File: config.mk
export PLATFORM = sky130hd
export DESIGN_NAME = servo_pulse_decoder
export DESIGN_NICKNAME = d
export VERILOG_FILES = /design/src/rtl/servo_pulse_decoder.sv
export SDC_FILE = /design/constraint.sdc
export NUM_CORES = 1
export LEC_CHECK = 0
export CAP_MARGIN = 10
export CORE_MARGIN = 2
export CORE_UTILIZATION = 62
export DETAILED_ROUTE_END_ITERATION = 10
export GPL_TIMING_DRIVEN = 0
export PLACE_DENSITY_LB_ADDON = 0.2
export REMOVE_ABC_BUFFERS = 1
export SYNTH_ARGS = -nofsm -noshare
export SYNTH_HDL_FRONTEND = slang
export SYNTH_SLANG_ARGS = --single-unit
File: constraint.sdc
create_clock -name clk -period 3.6 [get_ports clk]
set_input_delay 1.08 -clock clk [delete_from_list [all_inputs] [get_ports clk]]
set_output_delay 1.08 -clock clk [all_outputs]
set_load 0.05 [all_outputs]
File: src/rtl/servo_pulse_decoder.sv
// rtl/servo_pulse_decoder.sv - servo PWM pulse-width to position decoder with frame-loss detection
// Optional glitch filter on the synchronized input: define SERVO_DEC_GLITCH_FILTER_EN.
module servo_pulse_decoder #(
  parameter int  CLK_FREQUENCY     = 50000000,
  parameter int  VALUE_SCALING     = 256,
  parameter int  POSITION_DATA_LEN = 8,
  parameter real SPEED_MAX_PERIOD  = 0.03
) (
  input  logic                         clk,
  input  logic                         rst,
  input  logic                         servo_in,
  output logic [POSITION_DATA_LEN-1:0] position,
  output logic                         position_valid,
  output logic                         pulse_err,
  output logic                         frame_lost
);

  localparam int MIN_CLKS     = CLK_FREQUENCY / 1000;
  localparam int STEP_RAW     = MIN_CLKS / VALUE_SCALING;
  localparam int STEP_CLKS    = (STEP_RAW < 1) ? 1 : STEP_RAW;
  localparam int GLITCH_CLKS  = MIN_CLKS / 2;
  localparam int LONG_CLKS    = 2 * MIN_CLKS + GLITCH_CLKS;
  localparam int TIMEOUT_CLKS = int'(CLK_FREQUENCY * SPEED_MAX_PERIOD);

  localparam int CW = $clog2(LONG_CLKS + 1);
  localparam int SW = $clog2(STEP_CLKS + 1);
  localparam int FW = $clog2(TIMEOUT_CLKS + 1);
  localparam int PL = POSITION_DATA_LEN;

  localparam logic [PL-1:0] ACC_MAX = PL'(VALUE_SCALING - 1);

  typedef enum logic [1:0] {IDLE, DEADBAND, MEASURE, DRAIN} state_t;

  logic s1, s2, s, s_d, rise_q, fall_q;

  always_ff @(posedge clk) begin
    if (!rst) begin
      s1 <= 1'b0;
      s2 <= 1'b0;
    end else begin
      s1 <= servo_in;
      s2 <= s1;
    end
  end

`ifdef SERVO_DEC_GLITCH_FILTER_EN
  logic [1:0] flt_cnt;
  logic       s_f;

  // Level is accepted only after it differs from the filtered value for 4 clocks.
  always_ff @(posedge clk) begin
    if (!rst) begin
      s_f     <= 1'b0;
      flt_cnt <= 2'd0;
    end else if (s2 != s_f) begin
      if (flt_cnt == 2'd3) begin
        s_f     <= s2;
        flt_cnt <= 2'd0;
      end else begin
        flt_cnt <= flt_cnt + 2'd1;
      end
    end else begin
      flt_cnt <= 2'd0;
    end
  end

  assign s = s_f;
`else
  assign s = s2;
`endif

  always_ff @(posedge clk) begin
    if (!rst) begin
      s_d    <= 1'b0;
      rise_q <= 1'b0;
      fall_q <= 1'b0;
    end else begin
      s_d    <= s;
      rise_q <= s & ~s_d;
      fall_q <= ~s & s_d;
    end
  end

  state_t          state;
  logic [CW-1:0]   cnt;
  logic [CW-1:0]   w;
  logic [SW-1:0]   step;
  logic [PL-1:0]   acc;
  logic [PL-1:0]   acc_nxt;
  logic            step_wrap;
  logic [FW-1:0]   fcnt;

  // w is the high width including the current clock; acc_nxt already accounts for it.
  assign w         = cnt + CW'(1);
  assign step_wrap = (step == SW'(STEP_CLKS - 1));
  assign acc_nxt   = (step_wrap && acc != ACC_MAX) ? acc + PL'(1) : acc;

  always_ff @(posedge clk) begin
    if (!rst) begin
      state          <= IDLE;
      cnt            <= '0;
      step           <= '0;
      acc            <= '0;
      fcnt           <= '0;
      position       <= '0;
      position_valid <= 1'b0;
      pulse_err      <= 1'b0;
      frame_lost     <= 1'b1;
    end else begin
      position_valid <= 1'b0;
      pulse_err      <= 1'b0;
      if (fcnt != FW'(TIMEOUT_CLKS)) fcnt <= fcnt + FW'(1);
      if (fcnt == FW'(TIMEOUT_CLKS - 1)) frame_lost <= 1'b1;

      case (state)
        IDLE: begin
          if (rise_q) begin
            state <= DEADBAND;
            cnt   <= '0;
          end
        end
        DEADBAND: begin
          cnt <= w;
          if (fall_q) begin
            state <= IDLE;
            if (w >= CW'(GLITCH_CLKS)) begin
              position       <= '0;
              position_valid <= 1'b1;
              frame_lost     <= 1'b0;
              fcnt           <= '0;
            end else begin
              pulse_err <= 1'b1;
            end
          end else if (w == CW'(MIN_CLKS)) begin
            state <= MEASURE;
            step  <= '0;
            acc   <= '0;
          end
        end
        MEASURE: begin
          cnt  <= w;
          step <= step_wrap ? '0 : step + SW'(1);
          acc  <= acc_nxt;
          if (w == CW'(LONG_CLKS)) begin
            pulse_err <= 1'b1;
            state     <= DRAIN;
          end else if (fall_q) begin
            position       <= acc_nxt;
            position_valid <= 1'b1;
            frame_lost     <= 1'b0;
            fcnt           <= '0;
            state          <= IDLE;
          end
        end
        DRAIN: begin
          if (!s) state <= IDLE;
        end
        default: state <= IDLE;
      endcase
    end
  end

endmodule

* Word level (Yosys, flattened, before mapping) *
Cells that the tools add are included.

cells by class
  $add $sub $neg = 4
  order comparisons = 1
  equality and inequality tests = 19
  mux-type cells = 41
  bitwise logic cells = 4
  reductions and logical operators = 9

operators with widths
  kind                                                                  count
  2-to-1 mux 21 bit                                                     5
  2-to-1 mux 8 bit                                                      8
  one-hot mux 8 bit (2 select lines)                                    3
  one-hot mux 21 bit (2 select lines)                                   1
  one-hot mux 17 bit (2 select lines)                                   1
  adder 21 x 1 -> 21 bit (second input constant)                        1
  equality test 21 bit (second input constant)                          1
  inequality test 21 bit (second input constant)                        1
  adder 17 x 1 -> 17 bit (second input constant)                        1
  equality test 17 x 16 -> 1 bit (second input constant)                1
  equality test 17 bit (second input constant)                          1
  greater-or-equal comparator 17 x 15 -> 1 bit (second input constant)  1
  2-to-1 mux 17 bit                                                     1
  adder 8 x 1 -> 8 bit (second input constant)                          2
  inequality test 2 bit (second input constant)                         8
  2-to-1 mux 1 bit                                                      12
  2-to-1 mux 2 bit                                                      6
  equality test 8 bit (second input constant)                           1
  inequality test 8 bit (second input constant)                         1
  one-hot mux 2 bit (4 select lines)                                    1
  inequality test 3 bit (second input constant)                         2
  one-hot mux 1 bit (2 select lines)                                    3
  AND reduction 5 bit                                                   1
  equality test 2 bit (second input constant)                           2
  other kinds (10)                                                      13

storage, ports and cells
  register bits after elaboration = 72
  input port bits = 3
  output and inout bits = 11
  logic and storage cells = 92

* Logic depth before layout (Yosys ltp) *
  word-level depth = 6
  depth in mapped cells = 11
  mapped depth without buffers = 9

* Least setup slack after synthesis *
OpenSTA, ideal clock, no wires.

  path type = reg-to-reg
  from = register cnt[1]
  to = register step[7]
  library setup time = 0.096 ns
  arrival = 2.470 ns
  setup slack = 1.034 ns
  stages on the path, launching flop included = 11
  path buffers = 2
  path through = dfxtp_1 -> ha_1 -> buf_2 -> nand3_1 -> nor4_1 -> xnor2_1 -> nand4_1 -> o31a_1 -> nand2b_4 -> buf_6 -> o41ai_2

between the ends
  word-level cells in the longest chain between the ends = 4

RTL lines
  what                                    line  RTL
  from (decl)                             85    logic [CW-1:0] cnt;
  from (signal assigned)                  123   cnt <= w;
  from (signal assigned)                  141   cnt <= w;
  adder 17 x 1 -> 17 bit                  94    assign w = cnt + CW'(1);
  equality test 17 x 16 -> 1 bit          134   end else if (w == CW'(MIN_CLKS)) begin
  inequality test 2 bit (no source line)  -
  AND reduction 3 bit (no source line)    -
  to (signal assigned)                    142   step <= step_wrap ? '0 : step + SW'(1);
  to (decl)                               87    logic [SW-1:0] step;

Every way passes these cells.
A chain may end at the register's enable or synchronous reset.

* Worst setup path in the final report *
  from = register cnt[0]
  to = register step[5]

The elaborated chain is that of the path after synthesis.

==> metrics.txt <==
status finished clean; initial antenna violation count 0; drt pass-1 iters 5; Worst R2R Start cnt[0]; worst hold stages 1; final setup fails 0; Internal Power 0.001147 W; Placement Setup Slack -0.3110 ns; Critical Path RT 3.86 ns; Routed WL per cell 15.51 microns; Synth Area in Simple Gates 28.75%; Tot Pwr 0.001619 W; antenna cells 0; GRT Total Usage 26.51%; Synth top cells by count dfxtp_1, nand2_1, nor2_1, a21oi_1, o21ai_0; largest net degree at the start of global routing 33; complex-gate fraction of the synthesized area 17.48%; register area share after synthesis 34.43%; Flop pwr share 50.8%; H-tree depth 3; WL final 9.369 mm; Seq cells post-synth 72; post-synthesis adder-cell area fraction 3.288%; Critical Path End Type register; crit-path max FO 14; Yosys cell types 57; drc violations 0; max_cap viols 0; Core ar. 6422 sq um; gr ovfl total 0; vias 3833; Mapped Area 4187 sq um; Slew HR 22.17%; final setup skew 0.006046 ns; CTS Buffer Depth 2; top-count cell post-synth dfxtp_1; asr flop ratio synth 0%; Die Ht 86.18 microns; startpoint types register; number of synthesized flops with an enable pin 0; vias in the first global route 3575; crit path time final 3.375 ns; Ys Warns 0; GP Congestion 0.8322; Cells after Synth 528; worst-margin pin slew 1.166 ns; critical path class register to register; FF-to-FF path depth 8; root buffer cell clkbuf_8; I/O Buffers 13; Setup WS post-layout 0.2250 ns; Post-layout nets 536; Filler cells 518; Die W 86.18 microns; clock power share 36.1%; post-layout util 70.50%; hold_buf cts 0; Comb pwr share 13.1%; Hold Path Origin s_d; antenna-violating nets left 0; CTS Sinks 72; sw frac 29.16%; dpl hpwl 6.231 mm; max incr delay on CP 0.52 ns; DR vias/cell 6.346; Initial Util 65.19%; dominant cells by area after synthesis dfxtp_1, nand2_1, nor2_1; layout cells sized above 1 7.400%; largest family of logic cells by synthesized area simple AND/OR/NAND/NOR gates; first-pass GRT wire length 16.00 mm; CP startpoint cnt[0]; area leader, netlist dfxtp_1; CP Data Arrival Time 3.63 ns; final hold violations 0; fmax 296.3 MHz; CTS Buf Count 9; area of the die 7426 sq um; peak supply drop 0.4891 mV; Main synth FF type dfxtp_1; Tightest Hold Check Type register to register; pwr/cell area 357.6 nW/um^2; Avg Cell Area, Syn 7.929 sq um; crit share post-route 93.75%; CTS clk-pin slew, worst paths 0.08 ns; CTS tree yes; I/O pins 14; Final Slew Violations 0; CP Cell Sequence ha_2 -> nand3_2 -> nor4_2 -> xnor2_1 -> nand4_1 -> o31a_1 -> nand2b_4 -> o41ai_1; LEAKAGE 1.533 nW; mux contribution to synthesized area 4.573%; post-synth top area share 34.43%; Net Switching 0.0004722 W; Slowest-stage cell, CP dfxtp_1; Clock Latency Late Sink 0.36 ns; Cell Rows 29; Post-Synth XOR/XNOR Area 6.276%; Area Growth Syn to Fin 8.159%; Initial DRC Count 237
-- routing by layer --
metal | global-route usage [%] | up-vias | share of wire [%]
met2 | 43.20 | 128 | 47
met1 | 33.39 | 1793 | 45
met5 | 0 | - | 0
li1 | - | 1894 | -
met3 | 5.810 | 18 | 5.8
met4 | 12.78 | 0 | 2.1
-- layout make-up --
class                      instances  area (sq um)  share of cell area (%)
clock buffer                      10         137.6                   3.040
tap                               77         96.34                   2.128
timing repair buffer              18         173.9                   3.841
inverter                          17         63.81                   1.409
clock inverter                     6         42.54                  0.9395
multi-input combinational        404          2572                   56.81
sequential                        72          1441                   31.83
-- worst max-delay path, delay by kind of cell, from the launching register on --
kind | cells | cell delay, ns
flops | 1 | 0.52
fa+ha+maj | 1 | 0.38
xor+xnor | 1 | 0.27
simple gates | 4 | 1.27
compound gates | 2 | 0.83
-- kinds of logic after synthesis --
family                     after synthesis
buffers and inverters                   52
muxes                                   19
AOI/OAI and AO/OA                      112
and+or+nand+nor                        232
xor gates and xnor gates                30
DFF                                     72
adders and majority gates               11
-- through the flow --
stage | hold WS (ns) | std cells | setup TNS [ns] | instance area [sq um]
2_1_floorplan | 0.3916 | 493 | 0 | 4033
3_3_place_gp | 0.3965 | 583 | -25.73 | 4259
3_5_place_dp | 0.4007 | 585 | -3.501 | 4288
4_1_cts | 0.4110 | 601 | 0 | 4487
5_1_grt | 0.4247 | 604 | -0.03391 | 4528
6_report | 0.4110 | 604 | 0 | 4528
-- flip-flops by register name, summed over array words and instances, names as in the netlist --
name            count
position            8
rise_q              1
position_valid      1
state               2
fcnt               21
cnt                17
s_d                 1
fall_q              1
step                8
s                   1
pulse_err           1
s1                  1
frame_lost          1
acc                 8
-- placed cells by master, fill, tap and decap left out, types with 9 or more instances in the layout --
master           count
dfxtp_1             72
ha_1                10
o211ai_1            10
xnor2_1             12
a21oi_1             30
o21ai_0             24
mux2i_1             18
clkbuf_8            10
nor2_1              53
nor3_1              11
xor2_1              18
inv_1               16
nand2_1             59
and3_1               9
nand4_1             15
clkdlybuf4s50_1     12
nand3_1             21
-- final timing paths --
| path | slack [ns] | end |
|---|---|---|
| max | 0.22 | step[5] |
| min | 0.41 | rise_q |
| max reg2reg | 0.22 | step[5] |
| min reg2reg | 0.41 | rise_q |
-- power groups by stage --
stage / registers (W) / clock network [W] / logic [W]
4_1_cts: 0.000822 / 0.000602 / 0.000206
3_5_place_dp: 0.000841 / 0 / 0.000200
3_3_place_gp: 0.000840 / 0 / 0.000185
6_report: 0.000823 / 0.000585 / 0.000211
2_1_floorplan: 0.000846 / 0 / 0.000133
5_1_grt: 0.000824 / 0.000633 / 0.000234
-- what timing repair did --
action | 4_1_cts | 5_1_grt
gates resized for setup | 3 | 5
pin swaps | 0 | 1
setup buffers | 0 | 3
endpoints found under the setup margin | 24 | 45
Power figures use the tool's default switching activity.
